$ cat src/rtl/tt_um_taghreed_eialsalman_tdm_demux.sv
// Two-channel TDM demultiplexer.
// Serial samples arrive interleaved as A3 B3 A2 B2 A1 B1 A0 B0, MSB first.
// Each completed nibble is registered onto uo_out with a one-cycle valid pulse.
// A frame sync arriving mid-frame restarts the frame and raises a sticky error flag.
module tt_um_taghreed_eialsalman_tdm_demux (
  input  logic       clk,
  input  logic       rst_n,
  input  logic       ena,
  input  logic [7:0] ui_in,
  output logic [7:0] uo_out,
  input  logic [7:0] uio_in,
  output logic [7:0] uio_out,
  output logic [7:0] uio_oe
);

  logic       w_d;
  logic       w_fs;
  logic       w_v;
  logic [2:0] w_eff_cnt;
  logic       w_fs_err;
  logic       w_unused;

  logic [2:0] r_cnt;
  logic [3:0] r_sh_a;
  logic [3:0] r_sh_b;
  logic [7:0] r_out;
  logic       r_a_vld;
  logic       r_b_vld;
  logic       r_sync_err;

  assign w_d      = ui_in[0];
  assign w_fs     = ui_in[1];
  assign w_v      = ui_in[2];
  assign w_unused = &{ena, uio_in, ui_in[7:3], 1'b0};

  // A frame sync forces the current sample to be treated as A3.
  assign w_eff_cnt = w_fs ? 3'd0 : r_cnt;
  assign w_fs_err  = w_v && w_fs && (r_cnt != 3'd0);

  // Sample counter and the sticky sync-error flag.
  always_ff @(posedge clk) begin
    if (!rst_n) begin
      r_cnt      <= 3'd0;
      r_sync_err <= 1'b0;
    end else if (w_v) begin
      r_cnt <= w_eff_cnt + 3'd1;
      if (w_fs_err) begin
        r_sync_err <= 1'b1;
      end
    end
  end

  // Channel shift registers; a frame sync starts both from a clean slate.
  always_ff @(posedge clk) begin
    if (!rst_n) begin
      r_sh_a <= 4'd0;
      r_sh_b <= 4'd0;
    end else if (w_v) begin
      if (w_fs) begin
        r_sh_a <= {3'b000, w_d};
        r_sh_b <= 4'd0;
      end else if (!w_eff_cnt[0]) begin
        r_sh_a <= {r_sh_a[2:0], w_d};
      end else begin
        r_sh_b <= {r_sh_b[2:0], w_d};
      end
    end
  end

  // Output nibbles load on the last bit of each channel; valid strobes last one cycle.
  always_ff @(posedge clk) begin
    if (!rst_n) begin
      r_out   <= 8'h00;
      r_a_vld <= 1'b0;
      r_b_vld <= 1'b0;
    end else begin
      r_a_vld <= 1'b0;
      r_b_vld <= 1'b0;
      if (w_v && (w_eff_cnt == 3'd6)) begin
        r_out[3:0] <= {r_sh_a[2:0], w_d};
        r_a_vld    <= 1'b1;
      end
      if (w_v && (w_eff_cnt == 3'd7)) begin
        r_out[7:4] <= {r_sh_b[2:0], w_d};
        r_b_vld    <= 1'b1;
      end
    end
  end

  assign uo_out  = r_out;
  assign uio_out = {4'b0000, r_cnt[0], r_sync_err, r_b_vld, r_a_vld};
  assign uio_oe  = 8'b0000_1111;

endmodule

$ cat config.mk
export PLATFORM = sky130hd
export DESIGN_NAME = tt_um_taghreed_eialsalman_tdm_demux
export DESIGN_NICKNAME = d
export VERILOG_FILES = /design/src/rtl/tt_um_taghreed_eialsalman_tdm_demux.sv
export SDC_FILE = /design/constraint.sdc
export NUM_CORES = 1
export LEC_CHECK = 0
export BUFFER_PORTS_ARGS = -buffer_cell sky130_fd_sc_hd__buf_2
export CAP_MARGIN = 20
export CORE_ASPECT_RATIO = 1.1
export CORE_UTILIZATION = 48
export CTS_BUF_LIST = sky130_fd_sc_hd__clkbuf_16
export CTS_CLUSTER_SIZE = 28
export DETAILED_ROUTE_END_ITERATION = 10
export PLACE_DENSITY = 0.81
export SLEW_MARGIN = 20
export SYNTH_ARGS = -nofsm -noshare
export SYNTH_HDL_FRONTEND = slang
export SYNTH_SLANG_ARGS = --single-unit
export TNS_END_PERCENT = 5
$ cat constraint.sdc
create_clock -name clk -period 2.45 [get_ports clk]
set_input_delay 0.1225 -clock clk [delete_from_list [all_inputs] [get_ports clk]]
set_output_delay 0.1225 -clock clk [all_outputs]
set_load 0.03 [all_outputs]
Word-level counts from Yosys, hierarchy flattened --
Index checks and enable logic that the tools add are counted.
Cells by class: multiplexer cells 7, add/subtract/negate cells 1, equality and inequality tests 3, reductions and logical operators 9
Operators by type and width (number):
- 3-bit 2-to-1 mux | 5
- 3-bit == test (second input constant) | 2
- 2-bit AND reduction | 3
- 1-bit logical AND | 4
- 3-bit by 1-bit adder with 3-bit output (second input constant) | 1
- 3-bit nonzero test | 1
- 1-bit 2-to-1 mux | 2
- 2-bit inequality test (second input constant) | 1
- 2-bit nonzero test | 1
Word-level totals: word-level logic and storage cells 28, output and inout bits 24, input bits 19, flip-flop bits (word level) 20

Logic depth before layout (Yosys ltp) --
Gate-level depths: netlist of the first run.
depth in word-level cells 4, mapped depth 6, gate-level depth less buffers 6

Worst setup path after synthesis of the first run --
Ideal clock, no wire load.
kind register -> register, from register r_cnt[0], to register r_out[4], in the netlist uo_out[4], arrival time 1.155 ns, stages on the path, launching flop included 7, clock period less this slack 1.275 ns, buffers on the path 0, setup slack 1.175 ns, library setup time 0.120 ns, required time 2.330 ns, cells stage by stage dfxtp_1 > nor2b_4 > ha_1 > ha_1 > nand2_1 > nand2_1 > a21oi_1
Between the ends: longest elaborated chain between the ends 3
Ends and longest elaborated chain:
- start: declaration | RTL line 23 | logic [2:0] r_cnt;
- start signal: assignment | RTL line 46 | r_cnt <= w_eff_cnt + 3'd1;
- 3-bit 2-to-1 mux | RTL line 37 | assign w_eff_cnt = w_fs ? 3'd0 : r_cnt;
- 3-bit == test | RTL line 83 | if (w_v && (w_eff_cnt == 3'd7)) begin
- 1-bit logical AND | RTL line 83
- end signal: assignment | RTL line 84 | r_out[7:4] <= {r_sh_b[2:0], w_d};
- end: declaration | RTL line 26 | logic [7:0] r_out;
Every way passes these cells. A chain may end at the register's enable or synchronous reset.

Worst setup path in the final report of the first run --
from register r_cnt[0], to register r_out[5], in the netlist uo_out[5]
The elaborated chain is that of the path after synthesis.

==> key figures, run 1 <==
Synth
  • Synth unique cells: 23
  • Asr flop ratio synth: 0%
  • Cells after synthesis: 99
  • Sequential area share after synthesis: 44.8%
  • Number of synthesized register bits: 20
  • Post-synth top cells: 20 x dfxtp_1, 16 x buf_4, 13 x nand2_1
  • Mapped cell area: about 890 sq um
  • YS warnings: 0
  • Leading area contributor after synthesis: dfxtp_1
  • Number of flops mapped to enable cells by yosys: 0
  • Syn avg cell area: 9.02 sq um
  • Most frequent cell after synthesis: dfxtp_1
  • Prevailing post-synth register cell: dfxtp_1
  • Top cell type's share of synthesized area: 44.8%
  • Dominant cells by area after synthesis: dfxtp_1 45%, buf_4 13%, nand2_1 5.5%, nand3_1 4.5%, ha_1 4.2%

Die
  • Die area: 0.00204 sq mm
  • Io pins: between 40 and 50
  • Die X: 43.1 um
  • Die Height: 47.2 um
  • Initial core utilization: 50.7%
  • Core area: about 0.0018 sq mm
  • # rows: 16

Layout
  • Share of cells above drive strength 1: 20.7%
  • P&R area growth vs syn: 8.96%
  • Nets: 134
  • # diodes: 0
  • Multi-input logic area: 384 sq um
  • Non-Filler Instances: 129
  • Final instance area: 973 sq um
  • Number of fill cells: 163
  • Register area: 400 sq um

Clock tree
  • CTS-repair resized insts: 0
  • Clock buffer count from CTS: 3
  • CTS H-Tree Depth: 1
  • Clk slew on worst S/H paths: approximately 0.050 ns
  • CTS tree: done
  • # clock sinks: 20
  • Max Root-Sink Buffers: 2
  • Setup bufs post-CTS: 0
  • Later-pin clock latency in the skew report: between 0.2 and 0.3 ns
  • Clock root cell: clkbuf_16
  • CTS Hold Bufs: 0

Power and ir drop
  • Power per cell area: roughly 750 mW/mm^2
  • Peak supply drop: 0.604 mV
  • Pwr Total: 0.730 mW
  • Leak Pwr: 0.450 nW

Detailed routing
  • DRT Pass-1 Iters: 4
  • Post-route ant nets: 0
  • DR iter-0 viols: 11
  • Routed WL per cell: between 10 and 15 um
  • Vias per inst: 4.94
  • Via count: 637
  • Final wirelength: 1410 um
  • DRC: 0

Setup path
  • Crit. End Element: flop
  • Max FO, Critical Path: 8
  • WP data required: 2.59 ns
  • Critical Path Start Type: flop
  • WS Path Type: reg2reg
  • Critical Path AT: around 1.6 ns

Global route
  • Gr usage total: roughly 16%
  • Initial antenna violation count: 0
  • Remaining Overflow, GRT: 0
  • First-pass GRT wire length: 2300 um
  • Pin count of the biggest net entering global routing: 14
  • Vias in the first global route: 530

Placed design
  • Detail Placement HPWL: 985 um
  • Port Buffers: 16
  • Placed cell count: 125
  • Placement Cell Area: 895 sq um
  • Place WS: 0.985 ns
  • Global placer's final weighted congestion: 0.709

Timing
  • Final setup viols: 0
  • Slew Limit Fails: 0
  • RSZ-0062 raised after global routing: false
  • Peak Freq: 687 MHz
  • Final Critical Period: 1.46 ns
  • Tcrit/Tclk final: 59.4%
  • Final hold vios: 0
  • Setup TNS: 0 ns
  • PnR worst setup slack: 0.995 ns
  • Clk_skew: 0.00198 ns

Run status
  • Status: finished clean

Min path
  • Worst Hold Class: in2reg

Run
  • Max-cap violations: 0
## path summary, 6_finish.rpt
| path | startpoint | to | slack [ns] | cells past startpoint |
|---|---|---|---|---|
| max | r_cnt[0] | uo_out[5] | 0.99 | 6 |
| min reg2reg | uo_out[4] | uo_out[4] | 0.45 | 2 |
| min | ui_in[0] | uo_out[4] | 0.14 | 3 |
| max reg2reg | r_cnt[0] | uo_out[5] | 0.99 | 6 |
## routing by layer
metal	wire, um	track usage (%)	up-vias
li1	-	-	328
met3	89	5.77	5
met4	32	9.09	0
met2	721	25.7	20
met1	570	18.3	284
met5	0	0	-
## layout by cell type (no fill, tap or decap), types with 2 or more instances in the layout
master and instances:
dfxtp_1 20, o21ai_0 5, nand3_1 8, buf_2 16, nor2_1 5, ha_1 3, clkbuf_16 3, conb_1 12
a21oi_1 5, clkinv_1 2, nor2b_1 3, nand2_1 13, o22ai_1 5, mux2i_1 3
## registers in the layout, indices dropped and copies added, names as in the netlist
name        count
r_a_vld         1
r_sh_b          3
r_sh_a          3
uo_out          8
r_cnt           3
r_sync_err      1
r_b_vld         1
## cell type report
cell class,count,share of cell area [%]
inverters,2,0.771
clock inverters,1,0.386
clock buffers,3,7.71
repair buffers,16,8.23
flip-flops and latches,20,41.1
multi-input cells,69,39.5
well taps,18,2.31
## where the power goes
part / leakage (nW) / switching [mW] / internal, mW / total, mW
sequential: 0.162 / 0.00361 / 0.330 / 0.334
clock: 0.0385 / 0.114 / 0.217 / 0.332
combinational: 0.250 / 0.0497 / 0.0152 / 0.0649
total: 0.450 / 0.168 / 0.563 / 0.730
## cells by family after synthesis
kind of cell    Yosys count  synth area share [%]
fa+ha+maj                 3                  4.20
other cells               2                 0.841
mux                       3                  3.36
compound gates           17                  10.6
simple gates             34                  19.7
flops                    20                  44.8
buf+inv                  20                  16.4
## stage by stage
step | util [%] | hold slack, ns
floorplan | - | 0.270
global placement | 50.8 | 0.396
detailed placement | 50.8 | 0.403
CTS | 55.3 | 0.138
global route | 55.3 | 0.149
finish | 55.3 | 0.136
## critical path, cell delays in order (launching register included)
cell and delay [ns]:
dfxtp_1 0.43, nor2b_4 0.20, ha_1 0.16, ha_1 0.22
nand2_1 0.15, nand2_1 0.11, a21oi_1 0.07
(Power assumes the default switching activity.)
==> run 2, diff against run 1 <==
Settings changed: ABC_AREA from default to 1, CORE_UTILIZATION 48 to 41, PLACE_DENSITY 0.81 to 0.72.
Clock period 2.45 ns to 1.2 ns, I/O delays scaled along.
==> run 2 against run 1 <==
Against the previous run:
- routed wire length increased by 31%
- via count increased by 21%
- first-iteration DRC count increased by 9.1%
- critical path depth increased by 2
- highest routed layer unchanged
- largest cell class is now multi-input combinational cells
- fmax increased by 25%
- global-route usage decreased by 0.70 points
- sequential power increased by 110%
- die area increased by 25%
- core utilization decreased by 2.2 points
- combinational power increased to 3.1 times the previous value
- synthesized area increased by 7.7%
- largest power group unchanged
==> key figures, run 2 <==
Run status
  • Status: finished clean (unchanged)

Layout
  • P&R area growth vs syn: 23.0% (was 8.96%)
  • # diodes: 0 (unchanged)
  • Final instance area: 0.00118 sq mm (was 973 sq um)
  • Commonest non-fill, non-tap cell in the layout: dfxtp_1 (unchanged)
  • Most frequent cells in the layout: 18 x dfxtp_1, 17 x nor2_1, 16 x buf_2, 14 x nand2_1, 12 x conb_1 (was 20 x dfxtp_1, 16 x buf_2, 13 x nand2_1, 12 x conb_1, 8 x nand3_1)
  • Largest register FFs: 8 (unchanged)
  • Share of cells above drive strength 1: 38.4% (was 20.7%)
  • Nets: 162 (was 134)
  • Non-Filler Instances: 168 (was 129)

Die
  • Die X: 48.2 um (was 43.1 um)
  • Initial core utilization: 43.2% (was 50.7%)
  • Core area: 0.00223 sq mm (was 0.00176 sq mm)
  • Die area: 0.00254 sq mm (was 0.00204 sq mm)
  • # rows: 18 (was 16)
  • Io pins: 43 (unchanged)
  • Die Height: 52.8 um (was 47.2 um)

Power and ir drop
  • Leak Pwr: 0.524 nW (was 0.450 nW)
  • Power per cell area: 1310 mW/mm^2 (was 750 mW/mm^2)
  • Peak supply drop: 0.680 mV (was 0.604 mV)

Synth
  • Asr flop ratio synth: 0% (unchanged)
  • Top cell type's share of synthesized area: 41.6% (was 44.8%)
  • YS warnings: 0 (unchanged)
  • Synth unique cells: 22 (was 23)
  • Mapped cell area: 962 sq um (was 893 sq um)
  • Leading area contributor after synthesis: dfxtp_1 (unchanged)
  • Syn avg cell area: 7.82 sq um (was 9.02 sq um)
  • Dominant cells by area after synthesis: dfxtp_1 42%, buf_4 13%, nor2_1 7.8%, nand2_1 6.2%, a21oi_1 4.2% (was dfxtp_1 45%, buf_4 13%, nand2_1 5.5%, nand3_1 4.5%, ha_1 4.2%)
  • Sequential area share after synthesis: 41.6% (was 44.8%)
  • Prevailing post-synth register cell: dfxtp_1 (unchanged)
  • Number of synthesized register bits: 20 (unchanged)
  • Number of flops mapped to enable cells by yosys: 0 (unchanged)
  • Post-synth top cells: 20 x dfxtp_1, 20 x nor2_1, 17 x buf_4 (was 20 x dfxtp_1, 16 x buf_4, 13 x nand2_1)
  • Cells after synthesis: 123 (was 99)

Detailed routing
  • Via count: 773 (was 637)
  • DRC: 0 (unchanged)
  • Final wirelength: 1850 um (was 1410 um)
  • Routed WL per cell: 11.0 um (about the same)
  • DRT Pass-1 Iters: 4 (unchanged)
  • Vias per inst: 4.60 (was 4.94)
  • DR iter-0 viols: 12 (was 11)
  • Post-route ant nets: 0 (unchanged)

Global route
  • Vias in the first global route: 620 (was 530)
  • Remaining Overflow, GRT: 0 (unchanged)
  • GR Layer Usage met1: 18.1% (was 18.3%)
  • GRT busiest layer: met2 (unchanged)
  • Pin count of the biggest net entering global routing: 12 (was 14)
  • Gr usage total: 15.1% (was 15.8%)
  • Initial antenna violation count: 0 (unchanged)
  • Met3 GRT Util: 3.10% (was 5.77%)
  • First-pass GRT wire length: 2670 um (was 2300 um)
  • Met2 Use GR: 24.7% (was 25.7%)

Setup path
  • WP data required: 1.34 ns (was 2.59 ns)
  • CP peak stage delay: 0.33 ns (was 0.43 ns)
  • Crit path cell chain: nand2_4, inv_2, ha_4, ha_4, nand2_8, inv_4, nor2_1, nor2_1 (was nor2b_4, ha_1, ha_1, nand2_1, nand2_1, a21oi_1)
  • Max FO, Critical Path: 6 (was 8)
  • Top delay family on crit path: flip-flops (was simple AND/OR/NAND/NOR gates)
  • Critical Path Start Type: flop (unchanged)
  • Crit. End Element: flop (unchanged)
  • Crit-path slowest cell: dfxtp_2 (was dfxtp_1)
  • WS Path Type: reg2reg (unchanged)
  • Critical Path AT: 1.31 ns (was 1.59 ns)
  • Crit path buffers/inverters: 2 (was 0)

Clock tree
  • CTS H-Tree Depth: 1 (unchanged)
  • Clock root cell: clkbuf_16 (unchanged)
  • Max Root-Sink Buffers: 2 (unchanged)
  • Clock buffer count from CTS: 3 (unchanged)
  • CTS tree: done (unchanged)
  • Later-pin clock latency in the skew report: 0.25 ns (about the same)
  • Clk slew on worst S/H paths: 0.05 ns (about the same)
  • # clock sinks: 20 (unchanged)
  • CTS Hold Bufs: 0 (unchanged)

Placed design
  • Global placer's final weighted congestion: 0.851 (was 0.709)
  • Placed cell count: 163 (was 125)
  • Port Buffers: 16 (unchanged)
  • Detail Placement HPWL: 1250 um (was 985 um)
  • Placement Cell Area: 0.00104 sq mm (was 895 sq um)

Timing
  • Slew Limit Fails: 0 (unchanged)
  • Final Critical Period: 1.17 ns (was 1.46 ns)
  • Clk_skew: 0.00312 ns (was 0.00198 ns)
  • RSZ-0062 raised after global routing: true (was false)
  • Setup TNS: 0 ns (unchanged)
  • Final hold vios: 0 (unchanged)
  • Peak Freq: 858 MHz (was 687 MHz)
  • Tcrit/Tclk final: 97.1% (was 59.4%)
  • Final setup viols: 0 (unchanged)

Run
  • Max-cap violations: 0 (unchanged)

Min path
  • Worst Hold Class: in2reg (unchanged)
==> run 2: changes by cell type in the layout (fill, tap and decap cells not counted), moves of 4 or more <==
cell,before,now
nor2_1,5,17
inv_2,1,7
nand3_1,8,2
buf_4,0,5
o21ai_0,5,0
o22ai_1,5,0
nand3b_1,0,4
o21ai_1,0,4
==> run 2: per-stage QoR <==
stage	power, mW	hold slack [ns]	setup slack [ns]	util, %
floorplan	0.879	0.206	0.0194	-
global placement	0.873	0.364	-0.0332	46.5
detailed placement	0.878	0.364	-0.0860	46.5
CTS	1.54	0.121	0.0245	50.2
global route	1.61	0.122	-0.0293	53.1
finish	1.55	0.123	0.0344	53.1
==> run 2: report_power, final <==
group          total, mW  internal, mW  switching (mW)  leakage, nW
Sequential         0.688         0.679         0.00960        0.163
Combinational      0.198        0.0505           0.147        0.324
Clock              0.668         0.439           0.229       0.0370
==> run 2: logic make-up (layout without fill, tap and decap cells) <==
logic type | count (synthesis) | in the layout | synth area share (%)
compound gates | 17 | 17 | 10.0
fa+ha+maj | 3 | 3 | 3.90
buf+inv | 29 | 34 | 18.2
flops | 20 | 20 | 41.6
other cells | 2 | 12 | 0.781
simple gates | 52 | 52 | 25.5
==> run 2: path summary, 6_finish.rpt <==
check,to,slack (ns),from,cells past startpoint
hold / removal,r_sh_a[0],0.12,ui_in[0],3
hold reg to reg,r_sync_err,0.45,r_sync_err,2
setup / recovery,uo_out[5],0.03,r_cnt[0],8
setup reg to reg,uo_out[5],0.03,r_cnt[0],8
==> run 2: routing by layer <==
metal / share of wire (%) / routed length [um]
met1: 41 / 763
met2: 53 / 984
met4: 1.5 / 28
met5: 0 / 0
met3: 3.9 / 72
==> run 2: final cells by class <==
type | count | area [sq um]
clock buffer | 3 | 75.1
fill | 216 | 1050
multi-input combinational | 84 | 510
tap | 30 | 37.5
sequential | 20 | 403
timing repair buffer | 21 | 118
inverter | 10 | 40.0
==> run 2: worst reg2reg max path, stage by stage (launching register included) <==
cell and delay, ns:
dfxtp_2 0.33, nand2_4 0.09, inv_2 0.06, ha_4 0.16
ha_4 0.17, nand2_8 0.08, inv_4 0.05, nor2_1 0.08
nor2_1 0.05
==> run 2: what timing repair did <==
item                                    CTS  global route
setup buffers                             0             2
pin swaps                                 0             1
gates resized for setup                   2            18
endpoints found under the setup margin    9             8
